## config.mk

```make
export PLATFORM = sky130hd
export DESIGN_NAME = stopwatch_top
export DESIGN_NICKNAME = d
export VERILOG_FILES = /design/src/rtl/stopwatch_pkg.sv /design/src/rtl/stopwatch_prescaler.sv /design/src/rtl/stopwatch_top.sv
export SDC_FILE = /design/constraint.sdc
export NUM_CORES = 1
export LEC_CHECK = 0
export BUFFER_PORTS_ARGS = -buffer_cell sky130_fd_sc_hd__buf_2
export CAP_MARGIN = 25
export CORE_MARGIN = 4
export CORE_UTILIZATION = 50
export CTS_CLUSTER_DIAMETER = 200
export DETAILED_ROUTE_END_ITERATION = 7
export PLACE_DENSITY = 0.75
export SLEW_MARGIN = 20
export SYNTH_ARGS = -nofsm -noshare
export SYNTH_HDL_FRONTEND = slang
export SYNTH_HIERARCHICAL = 1
export SYNTH_SLANG_ARGS = --single-unit
```

## constraint.sdc

```tcl
create_clock -name clk -period 1.97 [get_ports clk]
set_clock_uncertainty 0.1 [all_clocks]
set_input_delay 0.394 -clock clk [delete_from_list [all_inputs] [get_ports clk]]
set_output_delay 0.394 -clock clk [all_outputs]
set_load 0.01 [all_outputs]
```

## src/rtl/stopwatch_pkg.sv

```systemverilog
// Shared types and limits for the stopwatch: FSM state encoding and the 6-bit count type.
package stopwatch_pkg;

  typedef enum logic [1:0] {
    IDLE   = 2'd0,
    RUN    = 2'd1,
    PAUSED = 2'd2
  } state_t;

  localparam int unsigned COUNT_W = 6;
  localparam int unsigned MAX_SEC = 59;
  localparam int unsigned MAX_MIN = 59;

  typedef logic [COUNT_W-1:0] count_t;

endpackage

```

## src/rtl/stopwatch_prescaler.sv

```systemverilog
// Divides clk down to one tick per counted second; holds its partial count when disabled.
module stopwatch_prescaler #(
  parameter int unsigned TICKS_PER_SEC = 1
) (
  input  logic clk,
  input  logic rst,
  input  logic enable,
  output logic tick
);

  localparam int unsigned CW = (TICKS_PER_SEC > 1) ? $clog2(TICKS_PER_SEC) : 1;
  localparam logic [CW-1:0] LAST = CW'(TICKS_PER_SEC - 1);

  logic [CW-1:0] cnt;

  always_ff @(posedge clk) begin
    if (!rst) begin
      cnt <= '0;
    end else if (enable) begin
      cnt <= (cnt == LAST) ? '0 : cnt + CW'(1);
    end
  end

  // Tick fires on the same edge the counter wraps so the top can count on it directly.
  assign tick = enable && (cnt == LAST);

endmodule

```

## src/rtl/stopwatch_top.sv

```systemverilog
// Stopwatch with start/pause control and mm:ss counters.
// Define STOPWATCH_SATURATE_EN to hold at 59:59 and lock out start until reset; otherwise wraps to 00:00.
module stopwatch_top
  import stopwatch_pkg::*;
#(
  parameter int unsigned TICKS_PER_SEC = 1
) (
  input  logic   clk,
  input  logic   rst,
  input  logic   start,
  input  logic   pause,
  output count_t sec,
  output count_t min
);

  state_t state;
  state_t state_next;
  logic   enable;
  logic   tick;
  logic   advance;
  logic   can_start;

  stopwatch_prescaler #(
    .TICKS_PER_SEC(TICKS_PER_SEC)
  ) u_prescaler (
    .clk   (clk),
    .rst   (rst),
    .enable(enable),
    .tick  (tick)
  );

`ifdef STOPWATCH_SATURATE_EN
  logic locked;
  logic lock_next;
  logic at_max;

  assign at_max    = (sec == COUNT_W'(MAX_SEC)) && (min == COUNT_W'(MAX_MIN));
  assign advance   = tick && !at_max;
  assign can_start = !locked;

  always_ff @(posedge clk) begin
    if (!rst) begin
      locked <= 1'b0;
    end else begin
      locked <= lock_next;
    end
  end
`else
  assign advance   = tick;
  assign can_start = 1'b1;
`endif

  // State register
  always_ff @(posedge clk) begin
    if (!rst) begin
      state <= IDLE;
    end else begin
      state <= state_next;
    end
  end

  // Next-state logic; pause always dominates start
  always_comb begin
    state_next = state;
`ifdef STOPWATCH_SATURATE_EN
    lock_next  = locked;
`endif
    case (state)
      IDLE, PAUSED: begin
        if (start && !pause && can_start) state_next = RUN;
      end
      RUN: begin
        if (pause) begin
          state_next = PAUSED;
        end
`ifdef STOPWATCH_SATURATE_EN
        else if (tick && at_max) begin
          state_next = PAUSED;
          lock_next  = 1'b1;
        end
`endif
      end
      default: state_next = IDLE;
    endcase
  end

  // Output logic: the prescaler only advances on RUN edges without a pause request
  always_comb begin
    enable = 1'b0;
    if (state == RUN && !pause) enable = 1'b1;
  end

  always_ff @(posedge clk) begin
    if (!rst) begin
      sec <= '0;
      min <= '0;
    end else if (advance) begin
      if (sec == COUNT_W'(MAX_SEC)) begin
        sec <= '0;
        min <= (min == COUNT_W'(MAX_MIN)) ? '0 : min + COUNT_W'(1);
      end else begin
        sec <= sec + COUNT_W'(1);
      end
    end
  end

endmodule

```

# Word level (Yosys, flattened, before mapping)
# Cells that the tools add are included.
# op_classes
add_sub_neg,3
eq_ne,6
muxes,7
bitwise_logic,1
n_reduce_logical,8
# op_table
cell,n
"adder 6 x 1 -> 6 bit, second input constant",2
"equality test 6 bit, second input constant",2
2-to-1 mux 6 bit,2
2-to-1 mux 2 bit,2
"inequality test 2 bit, second input constant",2
case mux 2 bit (2 select lines),1
AND reduction 2 bit,2
logical AND 1 bit,3
"equality test 2 x 1 -> 1 bit, second input constant",1
"equality test 2 bit, second input constant",1
zero test 2 bit,1
2-to-1 mux 1 bit,2
OR reduction 2 bit,1
"adder 1 bit, second input constant",1
zero test 1 bit,1
NOT 1 bit,1
# word_totals
regBits,15
input_bits,4
word_cells,29

# Longest topological paths before layout
# Gate-level depths: netlist (run 1).
# depth
word_depth,5
mapped_depth,8
mapped_depth_nobuf,6

# Hierarchy
# The synthesis (run 1) kept the hierarchy.
# by_module_without_submodules
module,instances,cells_per_inst,area_each_um2,seq_area_each_um2
stopwatch_top,1,76,668.1,280.3
stopwatch_prescaler,1,1,7.5,0.0

# Worst setup path before layout (run 1)
# No wires, ideal clock.
# synth_timing
path_kind,register to register
from,register state[0]
to,register min[5]
setup_ns,0.115
arrival_time_ns,1.357
required_ns,1.755
slack_ns,0.399
stages_incl_launch_ff,8
path_buffers,2
synth_period_minus_slack_ns,1.571
cell_sequence,dfxtp_1 inv_1 nor3_1 buf_4 buf_2 nand3_4 o31a_2 o21a_1
# synth_via
elab_chain_cells,5
# synth_lines
item,line_no,source
"start, declared",stopwatch_top.sv:16,state_t state;
"start signal, assigned",stopwatch_top.sv:58,state <= state_next;
equality test 2 x 1 -> 1 bit,stopwatch_top.sv:90,if (state == RUN && !pause) enable = 1'b1;
logical AND 1 bit,stopwatch_top.sv:90,
2-to-1 mux 1 bit,stopwatch_top.sv:90,
net enable,stopwatch_top.sv:18,logic enable;
logical AND 1 bit,stopwatch_prescaler.sv:25,assign tick = enable && (cnt == LAST);
net advance,stopwatch_top.sv:20,logic advance;
AND reduction 2 bit (no line),n/a,
"end signal, assigned",stopwatch_top.sv:100,min <= (min == COUNT_W'(MAX_MIN)) ? '0 : min + COUNT_W'(1);
"end, declared",stopwatch_top.sv:13,output count_t min
# The timed path passes the listed nets, and every way through them passes these cells.
# A chain may end at the register's enable or synchronous reset.

# Worst setup path after layout (run 1)
# layout_timing
from,register min[0]
to,register min[5]
# layout_via
elab_chain_cells,2
word_cells_on_any_way,3
cone_classes,add/sub (1); eq/ne (1); mux (1)
# layout_lines
item,line_no
adder 6 x 1 -> 6 bit or equality test 6 bit (tied branches),stopwatch_top.sv:100
2-to-1 mux 6 bit *,stopwatch_top.sv:100
# Every way passes the cells marked *; elsewhere a longest branch is shown, timed or not.

==> results by group, run 1 <==
Status
  – Status: finished, final reports clean

Timing
  – RSZ-0062 raised after global routing: false
  – Setup TNS Final: 0 ns
  – Fin worst setup slack: a little under 0.4 ns
  – Final hold vios: 0
  – Slew @ Worst Pin: ~0.27 ns
  – Max-slew violation count: 0
  – Final setup fails: 0
  – Slew margin rel.: between 80% and 90%
  – Minimum clock period after layout: 1.585 ns
  – Fin crit share: about four fifths
  – Fmax: 631.0 MHz

Power
  – Seq pwr share: roughly three fifths
  – Leakage: between 0.3 and 0.4 nW
  – Int Power: roughly 0.37 mW
  – Clock network power share: between 30% and 40%
  – IR Drop Worst-Case VDD: ~0.00044 V
  – Psw: 0.1046 mW
  – Sw Ratio: 22.04%
  – Final Power: around 0.47 mW
  – Power per Cell Area: just over 600 nW/um^2
  – Comb pwr share: ~6.0%

Route
  – DR iter-0 viols: 5
  – DR WL met3: 77 um
  – DRC Markers: 0
  – WL final: ~1200 um
  – Avg WL per Cell: around 11 um
  – DRT antenna net count: 0
  – Routed via count: 585
  – Uppermost layer routed: met4
  – Pre-antenna DRT Iters: 3
  – Met1 WL: between 500 and 600 um
  – Vias per cell: between 5 and 6
  – WL met2: 551 um

Finish
  – Nets: 102
  – Commonest cells after routing, fill and taps aside: 15 x buf_2, 14 x dfxtp_1, 10 x nand2_1
  – Fillers: 100
  – Most common cell after layout, fill and taps aside: buf_2
  – Layout cells sized above 1: about a quarter
  – Antenna cells: 0
  – Final core utilization: ~66%
  – Layout area overhead: 16.30%

Synthesis
  – Post-Syn Nets: 83
  – Synth unique cells: 29
  – Mapped cell area: between 600 and 700 um^2
  – Seq/Total Area, Yosys: approximately 41%
  – Area leader, netlist: dfxtp_1
  – Share of Yosys cell area claimed by the top area cell type: about two fifths
  – Cells after Synth: just under 80
  – Top post-synthesis cells by area: dfxtp_1 41%, nand2_1 5.6%, nor2_1 5.0%
  – Synthesized flop and latch total: 14
  – Syn_area_per_cell: slightly below 9 um^2
  – Number of synthesis warnings: 6

Global routing
  – Grt total ovfl: 0
  – Initial antenna violation count: 0
  – Maximum number of pins on one net before global-route repair: 9
  – All-Layer GR Usage: approximately 14%
  – Vias in the first global route: between 500 and 600
  – First-pass GRT wire length: 2056 um

Worst setup path
  – Worst path top cell family by delay: compound AO/OA/AOI/OAI gates
  – CP bufs+invs: 0
  – WP data arrival: between 1.5 and 2 ns
  – Flop2flop setup slack: 0.39 ns
  – CP Max Fanout: 6
  – CP Class: flip-flop to flip-flop
  – Slowest CP cell: dfxtp_1
  – Worst setup SP type: flip-flop
  – Crit path capture type: flip-flop
  – Critical Path RT: 2.05 ns
  – CP peak stage delay: 0.40 ns
  – Crit path cell chain: ha_1 > nor2b_1 > a31oi_1 > o31a_2 > o21a_1

Placement
  – Routability cong.: 0.8532
  – Port Buffers: 15
  – Pre-CTS WS: around 0.35 ns
  – Detailed Place HPWL: between 900 and 1000 um

Clock network
  – Clock Tree Buf Depth: 2
  – Post-CTS Resized: 0
  – Post-CTS Setup Inserts: 0
  – H-tree levels: 1
  – CTS tree: yes
  – CTS Buf Count: 3
  – Clk_lat worst skew: between 0.2 and 0.3 ns
  – Clk sink count: 14
  – Clock Tree Root: clkbuf_4
  – Hold-fix buffers, CTS: 0
  – Clock transition at path regs: 0.07 ns

Floorplanning
  – Die H: 44.76 um
  – Die Wd: roughly 45 um
  – I/O pin count: 16
  – Initial Util: a little under three fifths
  – Core Rows: 12
  – Die area: 2003 um^2
  – Core Footprint: between 1000 and 1500 um^2

Run
  – Max Cap Violations: 0

Min path
  – Hold/Removal Path Class: input port to flip-flop
[final cells by class]
type,instances,area [um^2],share of cell area [%]
timing repair buffer,16,82.58,10.51
inverter,4,15.01,1.911
multi-input combinational,57,367.9,46.82
tap,14,17.52,2.229
sequential,14,280.3,35.67
clock buffer,3,22.52,2.866
[cell usage after synthesis]
library cell / count
nand2_1: 10
and4b_2: 1
nor2b_1: 1
dfxtp_1: 14
mux2i_1: 2
nand3_4: 1
a31oi_1: 2
o211ai_1: 2
nand3_1: 3
or3_1: 1
xnor2_1: 2
o21a_1: 1
a22oi_1: 1
nand3b_1: 2
ha_1: 2
buf_4: 1
xor2_1: 2
nor2_1: 9
o31a_2: 1
nand4_1: 2
and3_2: 1
a21oi_1: 5
inv_1: 4
nor3b_1: 1
o21bai_1: 1
nor4_1: 1
nor3_1: 2
buf_2: 1
o41ai_2: 1
[kinds of logic (layout without fill, tap and decap cells)]
kind of cell	count (synthesis)	in the layout	share of synthesized area, %
mux	2	2	2.963
compound gates	14	14	15.00
xor+xnor	4	4	5.186
buf+inv	6	23	4.073
fa+ha+maj	2	2	3.703
simple gates	35	35	27.59
flops	14	14	41.48
[flip-flops by register name, indices dropped and copies added, names as in the netlist]
name and cells:
state 2, sec 6, min 6
[power by group through the flow]
stage               logic (mW)  registers, mW  clock network, mW
floorplan               0.0168          0.300                  0
global placement        0.0284          0.300                  0
detailed placement      0.0289          0.300                  0
CTS                     0.0290          0.293              0.161
global route            0.0324          0.294              0.177
finish                  0.0287          0.294              0.152
[metrics by stage]
step / area [um^2] / cells / hold slack, ns
finish: 785.8 / 108 / 0.2305
global route: 785.8 / 108 / 0.2265
CTS: 785.8 / 108 / 0.2170
detailed placement: 763.2 / 105 / 0.4168
global placement: 763.2 / 105 / 0.4143
floorplan: 675.6 / 77 / 0.3733
[path summary, 6_finish.rpt]
| kind | start | end | depth (start not counted) |
|---|---|---|---|
| worst max-delay path | min[0] | min[5] | 5 |
| worst max register to register | min[0] | min[5] | 5 |
| worst min register to register | min[0] | min[0] | 2 |
| worst min-delay path | pause | state[0] | 2 |
[per-layer routing]
layer,GRT usage [%],vias up
met5,0,-
met4,12.05,0
met3,2.390,4
met2,20.63,13
met1,17.52,259
li1,-,309
[worst reg2reg max path, stage by stage (launching register included)]
cell and delay (ns):
dfxtp_1 0.40, ha_1 0.21, nor2b_1 0.19, a31oi_1 0.06, o31a_2 0.34, o21a_1 0.18
Power figures use the tool's default switching activity.
==> run 2, diff against run 1 <==
--- a/config.mk
+++ b/config.mk
@@ -5,13 +5,14 @@
 export SDC_FILE = /design/constraint.sdc
 export NUM_CORES = 1
 export LEC_CHECK = 0
+export ABC_AREA = 1
 export BUFFER_PORTS_ARGS = -buffer_cell sky130_fd_sc_hd__buf_2
 export CAP_MARGIN = 25
 export CORE_MARGIN = 4
-export CORE_UTILIZATION = 50
+export CORE_UTILIZATION = 51
 export CTS_CLUSTER_DIAMETER = 200
 export DETAILED_ROUTE_END_ITERATION = 7
-export PLACE_DENSITY = 0.75
+export PLACE_DENSITY = 0.76
 export SLEW_MARGIN = 20
 export SYNTH_ARGS = -nofsm -noshare
 export SYNTH_HDL_FRONTEND = slang
==> constraint.sdc (replaced) <==
create_clock -name clk -period 1.5 [get_ports clk]
set_clock_uncertainty 0.1 [all_clocks]
set_input_delay 0.3 -clock clk [delete_from_list [all_inputs] [get_ports clk]]
set_output_delay 0.3 -clock clk [all_outputs]
set_load 0.01 [all_outputs]
==> run 2 against run 1 <==
Compared with the run above:
- cell area rose by 19%
- highest routed layer unchanged
- utilization grew 3.9 points
- register-to-register slack got worse by 0.32 ns
- flip-flop and latch count unchanged
==> results by group, run 2 <==
Global routing
  – Initial antenna violation count: 0 (unchanged)
  – First-pass GRT wire length: 2511 um (+22%)
  – All-Layer GR Usage: 16.32% (+2.3 points)
  – Grt total ovfl: 0 (unchanged)
  – Maximum number of pins on one net before global-route repair: 8 (-1)
  – Vias in the first global route: 633 (+21%)

Finish
  – Layout area overhead: 26.35%
  – Layout cells sized above 1: 33.08% (+7.5 points)
  – Nets: 138 (+35%)
  – Final core utilization: 70.17% (+3.9 points)
  – Commonest cells after routing, fill and taps aside: 20 x nand2_1, 18 x nor2_1, 15 x buf_2
  – Most common cell after layout, fill and taps aside: nand2_1
  – Finished Layout Cells: 145 (+34%)
  – Largest registers: min: 6 flops, sec: 6 flops, state: 2 flops
  – Antenna cells: 0 (unchanged)
  – Fin area: 935.9 um^2 (+19%)

Synthesis
  – Most common library cells after synthesis: 21 x nand2_1, 18 x nor2_1, 14 x dfxtp_1, 12 x inv_1, 7 x nand3_1
  – Share of Yosys cell area claimed by the top area cell type: 37.84% (-3.6 points)
  – Number of synthesis warnings: 6 (unchanged)
  – Top post-synthesis cells by area: dfxtp_1 38%, nand2_1 11%, nor2_1 9.1%
  – Most frequent cell after synthesis: nand2_1
  – Syn_area_per_cell: 7.054 um^2 (-20%)
  – Synthesized flop and latch total: 14 (unchanged)
  – Synth unique cells: 23 (-21%)
  – Number of flops mapped to enable cells by yosys: 0 (unchanged)
  – Post-Syn Nets: 111 (+34%)
  – Mapped cell area: 740.7 um^2 (+9.6%)
  – Seq/Total Area, Yosys: 37.84% (-3.6 points)
  – Most used DFF post-synth: dfxtp_1
  – Area leader, netlist: dfxtp_1
  – Cells after Synth: 105 (+36%)
  – Synth async-reset ratio: 0% (unchanged)

Worst setup path
  – WP data arrival: 1.51 ns (-0.15 ns)
  – Reg-to-reg startpoint: state[0]
  – R2R Path End: min[4]
  – Crit path cell chain: inv_2 > nor3_4 > buf_6 > nand2_4 > inv_4 > nand3_4 > nand2_4 > nand2_4 > inv_2 > nor2_1
  – Flop2flop setup slack: 0.07 ns (-0.32 ns)
  – Crit path capture type: flip-flop
  – Critical Path RT: 1.57 ns (-0.48 ns)
  – Worst setup SP type: flip-flop
  – CP peak stage delay: 0.34 ns (-0.06 ns)
  – CP Class: flip-flop to flip-flop
  – Setup crit start: state[0]
  – Crit path to: min[4]
  – Most used cell, CP: nand2_4
  – Slowest CP cell: dfxtp_2
  – Worst path top cell family by delay: simple AND/OR/NAND/NOR gates
  – Reg2Reg Depth: 10 (+5)
  – CP Max Fanout: 6 (unchanged)
  – Levels on crit path: 10 (+5)
  – CP bufs+invs: 4 (+4)

Clock network
  – Clk_lat worst skew: 0.27 ns (about the same)
  – Hold-fix buffers, CTS: 0 (unchanged)
  – CTS Buf Count: 3 (unchanged)
  – Clock Tree Buf Depth: 2 (unchanged)
  – Clk sink count: 14 (unchanged)
  – Clock Tree Root: clkbuf_4
  – H-tree levels: 1 (unchanged)
  – Clock transition at path regs: 0.08 ns (about the same)
  – CTS tree: yes

Min path
  – Hold/Removal Path Class: input port to flip-flop

Run
  – Max Cap Violations: 0 (unchanged)

Placement
  – Area after DPL: 864.6 um^2 (+13%)
  – Dpl cells: 139 (+32%)
  – Routability cong.: 0.8549 (+0.20%)
  – Pre-CTS WS: -0.04713 ns (-0.3946 ns)
  – Detailed Place HPWL: 1224 um (+29%)
  – Port Buffers: 15 (unchanged)

Floorplanning
  – Die H: 46.11 um (+3.0%)
  – I/O pin count: 16 (unchanged)
  – Core Rows: 13 (+1)
  – Die Wd: 46.11 um (+3.0%)
  – Core Footprint: 1334 um^2 (+12%)
  – Die area: 2126 um^2 (+6.1%)
  – Initial Util: 55.53% (-1.4 points)

Route
  – Met1 WL: 746 um (+31%)
  – DR iter-0 viols: 13 (+8)
  – WL met2: 779 um (+41%)
  – DRC Markers: 0 (unchanged)
  – DRT antenna net count: 0 (unchanged)
  – WL final: 1596 um (+30%)
  – Avg WL per Cell: 11.01 um (-2.9%)
  – DR WL met3: 62 um (-19%)
  – Routed via count: 732 (+25%)
  – Uppermost layer routed: met4
  – Vias per cell: 5.048 (-6.8%)
  – Pre-antenna DRT Iters: 4 (+1)

Power
  – Power per Cell Area: 677.3 nW/um^2 (+12%)
  – Clock network power share: 32.6% (+0.5 points)
  – Seq pwr share: 60.1% (-1.7 points)
  – Sw Ratio: 22.76% (+0.72 points)
  – Comb pwr share: 7.3% (+1.3 points)
  – Final Power: 0.6338 mW (+34%)
  – Leakage: 0.4568 nW (+31%)
  – Int Power: 0.4896 mW (+32%)
  – IR Drop Worst-Case VDD: 0.0004410 V (-0.39%)
  – Psw: 0.1443 mW (+38%)

Timing
  – Fin crit share: 95.46% (+15 points)
  – Slew margin rel.: 87.11% (+4.8 points)
  – Setup TNS Final: 0 ns (unchanged)
  – Final hold vios: 0 (unchanged)
  – Fmax: 698.4 MHz (+11%)
  – Final setup fails: 0 (unchanged)
  – Slew @ Worst Pin: 0.1919 ns (-0.07336 ns)
  – Final hold slack: 0.2245 ns (-0.006057 ns)
  – Max-slew violation count: 0 (unchanged)
  – Minimum clock period after layout: 1.432 ns (-0.1530 ns)
  – Fin worst setup slack: 0.06811 ns (-0.3170 ns)

Status
  – Status: finished, final reports clean
==> run 2: how the worst min path moves through the flow <==
stage | startpoint | end | cells past startpoint | slack (ns)
after floorplan | rst | state[0] | 1 | 0.32
after global placement | state[1] | state[1] | 2 | 0.38
after detailed placement | state[1] | state[1] | 2 | 0.39
after CTS | start | state[1] | 4 | 0.22
after global routing | rst | state[0] | 2 | 0.23
final | rst | state[0] | 2 | 0.22
==> run 2: kinds of logic after synthesis <==
kind of cell | Yosys count | synth area share, %
buffers and inverters | 17 | 9.460
xor gates and xnor gates | 2 | 2.365
AOI/OAI and AO/OA | 7 | 5.067
DFF | 14 | 37.84
and+or+nand+nor | 63 | 41.89
adders and majority gates | 2 | 3.378
==> run 2: power by group through the flow <==
stage	Sequential [mW]	Combinational (mW)	Clock (mW)
after CTS	0.380	0.0403	0.218
after global placement	0.388	0.0384	0
after floorplan	0.389	0.0224	0
after detailed placement	0.389	0.0401	0
after global routing	0.382	0.0523	0.242
final	0.381	0.0465	0.207
==> run 2: timing repair <==
item | in CTS | in global routing
setup buffers | 0 | 3
endpoints found under the setup margin | 0 | 11
resized for setup | 0 | 8
==> run 2: final cells by class <==
cell class	instances	area (um^2)
multi-input combinational	74	411.6
fill	122	397.9
sequential	14	281.5
timing repair buffer	23	138.9
inverter	16	62.56
clock buffer	3	22.52
tap	15	18.77
==> run 2: layer usage <==
layer | vias to the layer above | global-route usage (%)
met1 | 338 | 19.53
met2 | 12 | 27.75
li1 | 380 | -
met4 | 0 | 6.250
met3 | 2 | 3.906
met5 | - | 0
